$ cat config.mk
export PLATFORM = sky130hd
export DESIGN_NAME = decrypt_round_sequencer
export DESIGN_NICKNAME = d
export VERILOG_FILES = /design/src/rtl/des_round_pkg.sv /design/src/rtl/dec_key_rot_lut.sv /design/src/rtl/decrypt_round_sequencer.sv
export SDC_FILE = /design/constraint.sdc
export NUM_CORES = 1
export LEC_CHECK = 0
export CORE_AREA = 2 2 41 43
export DETAILED_ROUTE_END_ITERATION = 7
export DIE_AREA = 0 0 43 45
export PLACE_DENSITY = 0.72
export SETUP_SLACK_MARGIN = 0.5
export SYNTH_ARGS = -nofsm -noshare
export SYNTH_HDL_FRONTEND = slang
export SYNTH_SLANG_ARGS = --single-unit
$ cat constraint.sdc
create_clock -name clk -period 2.6 [get_ports clk]
set_clock_uncertainty 0.15 [all_clocks]
set_input_delay 0.52 -clock clk [delete_from_list [all_inputs] [get_ports clk]]
set_output_delay 0.52 -clock clk [all_outputs]
set_load 0.05 [all_outputs]
$ cat src/rtl/des_round_pkg.sv
// Shared DES round definitions for the encrypt-side and decrypt-side round controllers.
package des_round_pkg;

    localparam int NUM_ROUNDS_DES = 16;

    typedef logic [4:0] round_idx_t;

    typedef enum logic [1:0] {
        IDLE,
        LOAD,
        ROUND,
        FINISH
    } dec_state_t;

    // Left-shift amount the encrypt key schedule applies before round r.
    function automatic logic [1:0] enc_shift(input round_idx_t r);
        case (r)
            5'd1, 5'd2, 5'd9, 5'd16: return 2'd1;
            default:                 return 2'd2;
        endcase
    endfunction

endpackage

$ cat src/rtl/dec_key_rot_lut.sv
// Maps a decrypt key index to the right-rotate the key register needs before
// that round. Decrypt undoes the encrypt shift of the *following* round; round
// NUM_ROUNDS needs no rotate because K16 is formed from C0D0 itself.
module dec_key_rot_lut
    import des_round_pkg::*;
#(
    parameter int NUM_ROUNDS = NUM_ROUNDS_DES,
    parameter int CNT_W      = 5
) (
    input  logic             active,
    input  logic [CNT_W-1:0] key_round,
    output logic [1:0]       key_rot_amt
);

    localparam logic [CNT_W-1:0] LAST_ROUND = CNT_W'(NUM_ROUNDS);

    logic [CNT_W-1:0] next_round;

    assign next_round = key_round + CNT_W'(1);

    // Rotate is forced to zero outside active rounds so the key register holds.
    always_comb begin
        key_rot_amt = 2'd0;
        if (active && (key_round != LAST_ROUND)) begin
            key_rot_amt = enc_shift(round_idx_t'(next_round));
        end
    end

endmodule

$ cat src/rtl/decrypt_round_sequencer.sv
// Decrypt-path round controller: loads a block, walks key rounds NUM_ROUNDS
// down to 1 (stalling on step_en), then signals done. Abort cancels at any point.
module decrypt_round_sequencer
    import des_round_pkg::*;
#(
    parameter int NUM_ROUNDS = NUM_ROUNDS_DES,
    parameter int CNT_W      = 5
) (
    input  logic             clk,
    input  logic             n_rst,
    input  logic             start,
    input  logic             step_en,
    input  logic             abort,
    output logic             busy,
    output logic             load_data,
    output logic             round_strobe,
    output logic [CNT_W-1:0] key_round,
    output logic [1:0]       key_rot_amt,
    output logic             done
);

    localparam logic [CNT_W-1:0] FIRST_ROUND = CNT_W'(NUM_ROUNDS);
    localparam logic [CNT_W-1:0] LAST_ROUND  = CNT_W'(1);

    dec_state_t       state;
    dec_state_t       state_nxt;
    logic [CNT_W-1:0] key_round_nxt;

    // State and round-counter registers.
    always_ff @(posedge clk or negedge n_rst) begin
        if (!n_rst) begin
            state     <= IDLE;
            key_round <= '0;
        end else begin
            state     <= state_nxt;
            key_round <= key_round_nxt;
        end
    end

    // Next-state, counter update and output decode; abort overrides everything.
    always_comb begin
        state_nxt     = state;
        key_round_nxt = key_round;
        busy          = 1'b0;
        load_data     = 1'b0;
        round_strobe  = 1'b0;
        done          = 1'b0;
        case (state)
            IDLE: begin
                if (start) state_nxt = LOAD;
            end
            LOAD: begin
                busy          = 1'b1;
                load_data     = 1'b1;
                state_nxt     = ROUND;
                key_round_nxt = FIRST_ROUND;
            end
            ROUND: begin
                busy = 1'b1;
                if (step_en) begin
                    round_strobe = 1'b1;
                    // Counter parks at 1 on the last round rather than wrapping.
                    if (key_round == LAST_ROUND) state_nxt = FINISH;
                    else                         key_round_nxt = key_round - CNT_W'(1);
                end
            end
            FINISH: begin
                busy          = 1'b1;
                done          = 1'b1;
                state_nxt     = IDLE;
                key_round_nxt = '0;
            end
            default: begin
                state_nxt     = IDLE;
                key_round_nxt = '0;
            end
        endcase
        if (abort) begin
            state_nxt     = IDLE;
            key_round_nxt = '0;
        end
    end

    dec_key_rot_lut #(
        .NUM_ROUNDS (NUM_ROUNDS),
        .CNT_W      (CNT_W)
    ) u_rot_lut (
        .active      (state == ROUND),
        .key_round   (key_round),
        .key_rot_amt (key_rot_amt)
    );

endmodule

### Word-level counts from Yosys, hierarchy flattened

Cells that the tools add are included.
W data, S select, Z words.

| word-level totals | value |
|---|---|
| logic and storage cells | 40 |
| output and inout port bits | 11 |
| input port bits | 5 |
| flip-flop bits (word level) | 7 |

| operators by class | value |
|---|---|
| equal/unequal tests | 13 |
| reductions and logical operators | 7 |
| add/sub/neg operators | 2 |
| mux-type cells | 16 |

Operators with widths:

| operator | number |
|---|---|
| $mux W5 | 3 |
| $pmux W5 S3 | 1 |
| $mux W2 | 6 |
| $ne A3 B3 Y1 const B | 4 |
| $eq A5 B1 Y1 const B | 2 |
| $pmux W2 S4 | 1 |
| $reduce_and A3 Y1 | 2 |
| $add A5 B1 Y5 const B | 1 |
| $eq A5 B2 Y1 const B | 1 |
| $eq A5 B4 Y1 const B | 1 |
| $eq A5 B5 Y1 const B | 1 |
| $mux W1 | 5 |
| $ne A5 B5 Y1 const B | 1 |
| $sub A5 B1 Y5 const B | 1 |
| $eq A2 B2 Y1 const B | 2 |
| $reduce_bool A4 Y1 | 1 |
| $reduce_or A4 Y1 | 1 |
| $reduce_or A3 Y1 | 1 |
| $eq A2 B1 Y1 const B | 1 |
| $logic_not A2 Y1 | 1 |
| $logic_and A1 B1 Y1 | 1 |

### Longest topological paths before layout

Gate-level depths: netlist (run 1).

| depth | value |
|---|---|
| depth after elaboration | 5 |
| mapped depth | 6 |
| gate-level depth less buffers | 6 |

### Hierarchy

Synthesis (run 1) repeated with hierarchy kept, for this count alone.

| unflattened totals | value |
|---|---|
| cells, all modules | 60 |
| area total of the unflattened synthesis | 564.3 um^2 |

By module, submodules not included:

| module | sequential area each (um^2) | area each (um^2) | cells an instance | times used |
|---|---|---|---|---|
| decrypt_round_sequencer | 175.2 | 508.0 | 53 | 1 |
| dec_key_rot_lut | 0.0 | 56.3 | 7 | 1 |

### Worst setup path before layout (run 1)

No wires, ideal clock.

| path | value |
|---|---|
| path type | register to output |
| start | register key_round[0] |
| end | output key_rot_amt[0] |
| arrival | 2.473 ns |
| path slack | -0.543 ns |
| buffers on the path | 0 |
| required time | 1.930 ns |
| cell stages (with the launch flop) | 7 |
| path through | dfrtp_1 -> inv_1 -> ha_1 -> nand2b_4 -> or2_2 -> o21ai_0 -> nor3_1 |

| between the ends | value |
|---|---|
| cells in the longest elaborated chain, start to end | 5 |
| elaborated cells on any way between the ends | 10 |
| classes of those cells | add/sub (1); eq/ne (5); mux (2); reduce/logical (2) |

Ends and longest elaborated chain:

| what | line | source |
|---|---|---|
| start: declaration | decrypt_round_sequencer.sv:17 | `output logic [CNT_W-1:0] key_round,` |
| start signal: assignment | decrypt_round_sequencer.sv:36 | `key_round <= key_round_nxt;` |
| $add A5 B1 Y5 | dec_key_rot_lut.sv:19 | `assign next_round = key_round + CNT_W'(1);` |
| $eq A5 B1 Y1, or another cell as far along | des_round_pkg.sv:17 | `case (r)` |
| $reduce_or A4 Y1 | des_round_pkg.sv:17 |  |
| $mux W2 | des_round_pkg.sv:17 |  |
| $mux W2 * | dec_key_rot_lut.sv:24 | `if (active && (key_round != LAST_ROUND)) begin` |
| end: declaration | decrypt_round_sequencer.sv:18 | `output logic [1:0] key_rot_amt,` |

Every way passes the cells marked *; elsewhere a longest branch is shown, timed or not.

### Worst setup path after layout (run 1)

| path | value |
|---|---|
| start | register key_round[1] |
| end | output key_rot_amt[1] |

The elaborated chain is that of the path after synthesis.

==> key figures, run 1 <==
Setup path
  – FF-to-FF setup slack: 0.67 ns
  – Critical Path Fanout Max: 3
  – CP peak stage delay: around 0.44 ns
  – CP required: 1.93 ns
  – Crit Path Class: reg -> out
  – Slowest-stage cell, CP: dfrtp_2
  – Crit end category: output port
  – CP Launch Point: key_round[1]
  – Worst r2r dst: state[1]
  – Worst r2r src: key_round[1]
  – Setup crit end: key_rot_amt[1]
  – CP arrival: ~1.8 ns
  – R2R depth: 8
  – Crit-path cells: inv_4 -> ha_4 -> buf_4 -> o2111ai_1 -> a31o_2 -> o21ba_4 -> buf_12
  – CP startpoint kind: flip-flop

Synth
  – Distinct cells, synth: 30
  – Post-synthesis xor/xnor area fraction: 0%
  – Synthesized flop and latch total: 7
  – EDFF count, synth: 0
  – Cells after Synth: 73
  – Largest family of logic cells by synthesized area: simple AND/OR/NAND/NOR gates
  – Largest cells by area after synthesis: dfrtp_1 (27%), ha_1 (17%), o21ai_0 (6.9%), inv_1 (4.6%), nor4b_4 (3.6%)
  – Post-synthesis compound-gate area fraction: approximately 22%
  – Post-Synth Adder-Cell Area: between 10% and 20%
  – Area share of the largest cell type after synthesis: approximately a quarter
  – Post-Syn Nets: between 80 and 90
  – Cell taking the most area after synthesis: dfrtp_1
  – Seq/Total Area, Yosys: about a quarter
  – Async set-reset flop share out of synthesis: 100%
  – Ys flop type: dfrtp_1
  – Ys Warns: 0
  – Mux cell area share after synthesis: approximately 1.5%
  – Cell area after synthesis: around 660 sq um
  – Post-Synth Simple-Gate Area: 26.0%
  – Mapped Avg Cell Area: 8.98 sq um

Cells and area
  – FILL cells: approximately 120
  – Antenna Cells: 0
  – Most frequent cells in the layout: o21ai_0 (8), buf_4 (7), inv_1 (6), nor2_1 (6), dlygate4sd2_1 (5)
  – Leading cell type in the layout, fill and taps excluded: o21ai_0
  – Fin util: 69.6%
  – Syn-to-layout area delta: 56.1%
  – # nets final: ~110
  – Non-Filler Instances: 114
  – Post-route cell area: just over 1000 sq um
  – Share of cells above drive strength 1: between 40% and 50%

Detailed routing
  – DRC: 0
  – Final ANT Viol Nets: 0
  – Avg Vias per Cell: between 5 and 6
  – Pre-Repair DR Iteration Count: 4
  – DRT iter0 DRCs: 13
  – WL per Instance: around 14 um
  – Drt total wl: roughly 1600 um
  – Via count: approximately 620

CTS
  – CTS clock-pin slew for the worst setup and hold paths: around 0.060 ns
  – CTS Buffer Depth: 2
  – CTS root buffer: clkbuf_4
  – Post-CTS Hold Buffers: 0
  – CTS H-tree lvls: 1
  – Total CTS buffers: 3
  – CTS sink cnt: 7
  – Clock latency at the later pin of the worst-skew pair: around 0.25 ns
  – TritonCTS clock tree: yes

Global routing
  – Gr usage total: between 10% and 20%
  – Number of antenna violations at the first check in global routing: 0
  – Largest net degree at the start of global routing: 12
  – First-pass GRT wire length: 2470 um
  – Vias in the first global route: a little under 600
  – Grt ovf: 0

Timing
  – Period minus WS final: between 2 and 2.5 ns
  – Final WS setup: between 0.15 and 0.2 ns
  – Final Hold Violating Endpoints: 0
  – Final period utilization: about 94%
  – Slew Limit Fails: 0
  – Slew HR: about two thirds
  – RSZ-0062 raised after global routing: true
  – Worst Max-Slew Pin Slew: about 0.49 ns
  – Final setup violating endpoints: 0
  – WHS: about 0.38 ns
  – Total negative slack: 0 ns
  – Fmax: 408 MHz

Floorplan
  – IO Pins: 16
  – Die height: ~45 um
  – Core area: roughly 1500 sq um
  – Die Area: about 1900 sq um
  – Site Rows: 14
  – Die X: ~43 um
  – Starting Density: 44.6%

Placement
  – Cell Area, Placed: between 800 and 900 sq um
  – DP Worst Slack: 0.295 ns
  – IO Port Bufs: 15
  – Post-DP HPWL: between 1000 and 1500 um
  – Placed Instances: about 100
  – Gpl congestion: just over 0.8

Pwr
  – Peak supply drop: approximately 0.45 mV
  – Pwr per Cell Area: just under 900 nW/um^2
  – Design Power: approximately 0.90 mW
  – LEAKAGE: roughly 0.43 nW

Outcome
  – Outcome: finished, final reports clean

Hold path
  – HP Class: in -> async

Run
  – Max cap viols: 0
==> report_power, final <==
part / internal, mW / leakage [nW] / switching, mW
clock: 0.0587 / 0.0150 / 0.0411
combinational: 0.238 / 0.328 / 0.362
sequential: 0.140 / 0.0877 / 0.0631
total: 0.436 / 0.431 / 0.466
==> flip-flops by register name, summed over array words and instances, names as in the netlist <==
| name | count |
|---|---|
| key_round | 5 |
| state | 2 |
==> worst max-delay path: cells and delay by family, from the launching register on <==
family                   cells  cell delay, ns
flip-flops                   1            0.44
AO/OA/AOI/OAI                3            0.62
buffers and inverters        3            0.35
adder cells (fa/ha/maj)      1            0.14
==> cells in the mapped netlist, types with 2 or more instances <==
library cell and instances:
ha_1 9, o21ai_0 9, inv_1 8, dfrtp_1 7, nor2_1 6, nor3_1 4
a21oi_1 3, nand2b_1 3, nor2b_1 2, or3_1 2
==> cell type report <==
type	instances	area [sq um]	share of cell area, %
tap	16	20.0	1.96
timing repair buffer	22	218	21.3
clock buffer	4	26.3	2.57
multi-input combinational	57	544	53.2
sequential	7	180	17.6
inverter	8	35.0	3.42
==> worst min path at each step <==
stage               slack, ns  depth (start not counted)     start      endpoint
floorplan                0.07                          0     n_rst  key_round[0]
global placement         0.42                          2  state[1]      state[1]
detailed placement       0.43                          2  state[1]      state[1]
CTS                      0.38                          1     n_rst  key_round[3]
global route             0.41                          1     n_rst  key_round[3]
finish                   0.38                          1     n_rst  key_round[3]
==> kinds of logic after synthesis <==
group | count (synthesis)
mux | 1
flops | 7
simple gates | 25
buf+inv | 9
fa+ha+maj | 9
compound gates | 22
==> repair_timing <==
action,in CTS,in global routing
buffers inserted,5,2
gates resized for setup,21,10
pin swaps,5,1
endpoints found under the setup margin,11,4
==> routing by layer <==
layer,vias up,share of wire (%),track usage [%]
met5,-,0,0
met4,0,0,4.24
met3,0,4.2,4.80
met2,13,48,27.6
met1,300,47,22.8
li1,308,-,-
Power figures use the tool's default switching activity.
==> run 2, diff against run 1 <==
--- a/config.mk
+++ b/config.mk
@@ -5,9 +5,10 @@
 export SDC_FILE = /design/constraint.sdc
 export NUM_CORES = 1
 export LEC_CHECK = 0
-export CORE_AREA = 2 2 41 43
+export CORE_AREA = 3 3 42 44
+export CTS_CLUSTER_DIAMETER = 120
 export DETAILED_ROUTE_END_ITERATION = 7
-export DIE_AREA = 0 0 43 45
+export DIE_AREA = 0 0 45 47
 export PLACE_DENSITY = 0.72
 export SETUP_SLACK_MARGIN = 0.5
 export SYNTH_ARGS = -nofsm -noshare
==> run 2 against run 1 <==
Net effect: first-iteration DRC count decreased by 69%; worst hold slack got worse by 0.0061 ns; wire length decreased by 1.7%; flip-flop and latch count stayed put; sequential power is essentially flat; count of clock-buffer cells in the layout did not move.
==> key figures, run 2 (synthesized netlist as in run 1, its figures left out) <==
Outcome
  – Outcome: finished, final reports clean (unchanged)

Setup path
  – Slowest-stage cell, CP: dfrtp_2 (unchanged)
  – CP peak stage delay: 0.46 ns (was 0.44 ns)
  – CP required: 1.93 ns (about the same)
  – Crit end category: output port (unchanged)
  – Worst r2r src: state[0] (was key_round[1])
  – R2R depth: 6 (was 8)
  – Worst r2r dst: key_round[4] (was state[1])
  – Crit-path cells: inv_4 -> ha_4 -> nor2b_2 -> o211ai_1 -> a21oi_4 -> nor3_4 -> buf_12 (was inv_4 -> ha_4 -> buf_4 -> o2111ai_1 -> a31o_2 -> o21ba_4 -> buf_12)
  – Crit Path Class: reg -> out (unchanged)
  – CP startpoint kind: flip-flop (unchanged)
  – Critical Path Fanout Max: 5 (was 3)
  – FF-to-FF setup slack: 0.71 ns (was 0.67 ns)
  – CP arrival: 1.79 ns (was 1.78 ns)

Placement
  – Gpl congestion: 0.810 (was 0.813)
  – Post-DP HPWL: 1110 um (was 1090 um)
  – IO Port Bufs: 15 (unchanged)

CTS
  – CTS Buffer Depth: 2 (unchanged)
  – Clock latency at the later pin of the worst-skew pair: 0.24 ns (was 0.25 ns)
  – Total CTS buffers: 3 (unchanged)
  – CTS H-tree lvls: 1 (unchanged)
  – CTS clock-pin slew for the worst setup and hold paths: 0.05 ns (was 0.06 ns)
  – CTS root buffer: clkbuf_4 (unchanged)
  – CTS sink cnt: 7 (unchanged)
  – Post-CTS Hold Buffers: 0 (unchanged)
  – TritonCTS clock tree: yes (unchanged)

Timing
  – Total negative slack: 0 ns (unchanged)
  – Final period utilization: 94.6% (was 94.2%)
  – Worst Max-Slew Pin Slew: 0.488 ns (was 0.493 ns)
  – RSZ-0062 raised after global routing: true (unchanged)
  – WHS: 0.372 ns (was 0.378 ns)
  – Fmax: 406 MHz (was 408 MHz)
  – Slew HR: 67.6% (was 67.3%)
  – Final Hold Violating Endpoints: 0 (unchanged)
  – Period minus WS final: 2.46 ns (was 2.45 ns)
  – Final setup violating endpoints: 0 (unchanged)
  – Slew Limit Fails: 0 (unchanged)

Pwr
  – Net Sw Frac: 51.5% (was 51.6%)
  – Peak supply drop: 0.447 mV (about the same)
  – Int Power: 0.438 mW (was 0.436 mW)
  – Sw power: 0.464 mW (was 0.466 mW)
  – Sequential share of power: 22.3% (was 22.5%)
  – Pwr per Cell Area: 880 nW/um^2 (was 881 nW/um^2)
  – Comb power frac: 67.5% (was 66.4%)
  – Clk pwr share: 10.2% (was 11.1%)
  – LEAKAGE: 0.430 nW (was 0.431 nW)

Cells and area
  – Syn-to-layout area delta: 56.3% (was 56.1%)
  – Antenna Cells: 0 (unchanged)
  – Area occupied by multi-input gates: 547 sq um (was 544 sq um)
  – FF/Latch Area: 179 sq um (was 180 sq um)
  – Most flops, register: key_round (unchanged)
  – FILL cells: 117 (was 121)
  – # nets final: 113 (unchanged)
  – Most frequent cells in the layout: o21ai_0 (8), buf_4 (7), inv_1 (6), nor2_1 (6), dlygate4sd2_1 (5) (unchanged)
  – Leading cell type in the layout, fill and taps excluded: o21ai_0 (unchanged)
  – Max reg flops: 5 (unchanged)
  – Share of cells above drive strength 1: 42.9% (unchanged)
  – Biggest regs: key_round x5, state x2 (unchanged)

Global routing
  – Grt ovf: 0 (unchanged)
  – Number of antenna violations at the first check in global routing: 0 (unchanged)
  – Largest net degree at the start of global routing: 12 (unchanged)
  – First-pass GRT wire length: 2570 um (was 2470 um)
  – Vias in the first global route: 594 (was 580)
  – Gr usage total: 17.3% (was 17.0%)

Floorplan
  – Core area: 1470 sq um (unchanged)
  – Die Area: 2120 sq um (was 1940 sq um)
  – Starting Density: 44.6% (unchanged)
  – Site Rows: 14 (unchanged)
  – Die X: 45 um (was 43 um)
  – Die height: 47 um (was 45 um)
  – IO Pins: 16 (unchanged)

Detailed routing
  – Via count: 633 (was 621)
  – Avg Vias per Cell: 5.55 (was 5.45)
  – Drt total wl: 1530 um (was 1550 um)
  – Pre-Repair DR Iteration Count: 4 (unchanged)
  – DRC: 0 (unchanged)
  – Final ANT Viol Nets: 0 (unchanged)
  – WL per Instance: 13.4 um (was 13.6 um)
  – DRT iter0 DRCs: 4 (was 13)

Hold path
  – HP Class: in -> async (unchanged)

Run
  – Max cap viols: 0 (unchanged)
## run 2: cell counts in the layout (fill, tap and decap cells not counted)
No cell type changed its count.
## run 2: cell type report
class	count	area share (%)
flip-flops and latches	7	17.5
well taps	16	1.95
clock buffers	4	2.56
multi-input cells	57	53.4
repair buffers	22	21.2
inverters	8	3.42
## run 2: power groups by stage
stage	Combinational [mW]	Sequential (mW)	Clock, mW
after floorplan	0.358	0.241	0
after global placement	0.555	0.196	0
after detailed placement	0.566	0.197	0
after CTS	0.601	0.197	0.0989
after global routing	0.654	0.210	0.105
final	0.609	0.201	0.0921
## run 2: critical path, delay by kind of cell, from the launching register on
kind	cells	cell delay (ns)
flip-flops	1	0.46
buffers and inverters	2	0.26
AND/OR/NAND/NOR	2	0.26
adder cells (fa/ha/maj)	1	0.15
AO/OA/AOI/OAI	2	0.42
## run 2: per-stage QoR
stage	std cells	power (mW)	setup WS (ns)	cell area, sq um	utilization (%)
global placement	103	0.751	0.323	886	60.2
CTS	112	0.898	0.166	1000	67.9
global route	114	0.968	0.0827	1020	69.6
floorplan	73	0.599	0.261	697	-
finish	114	0.902	0.140	1020	69.6
detailed placement	103	0.763	0.300	886	60.2
## run 2: worst max-delay path by stage
stage	start	endpoint	cells past startpoint
after floorplan	key_round[1]	key_rot_amt[1]	5
final	key_round[0]	key_rot_amt[0]	7
after CTS	key_round[0]	key_rot_amt[1]	6
after global routing	key_round[0]	key_rot_amt[0]	7
after detailed placement	key_round[1]	key_rot_amt[1]	7
after global placement	key_round[0]	key_rot_amt[1]	7
## run 2: routing by layer
metal  GRT usage (%)  wire [um]  share of wire, %
met1            20.1        655                43
met4            12.9         39               2.6
met5               0          0                 0
met2            29.1        790                52
met3            2.30         40               2.6
## run 2: repair_timing
item,CTS,global route
pin swaps,2,4
buffers inserted,5,2
gates resized for setup,23,8
endpoints found under the setup margin,11,4
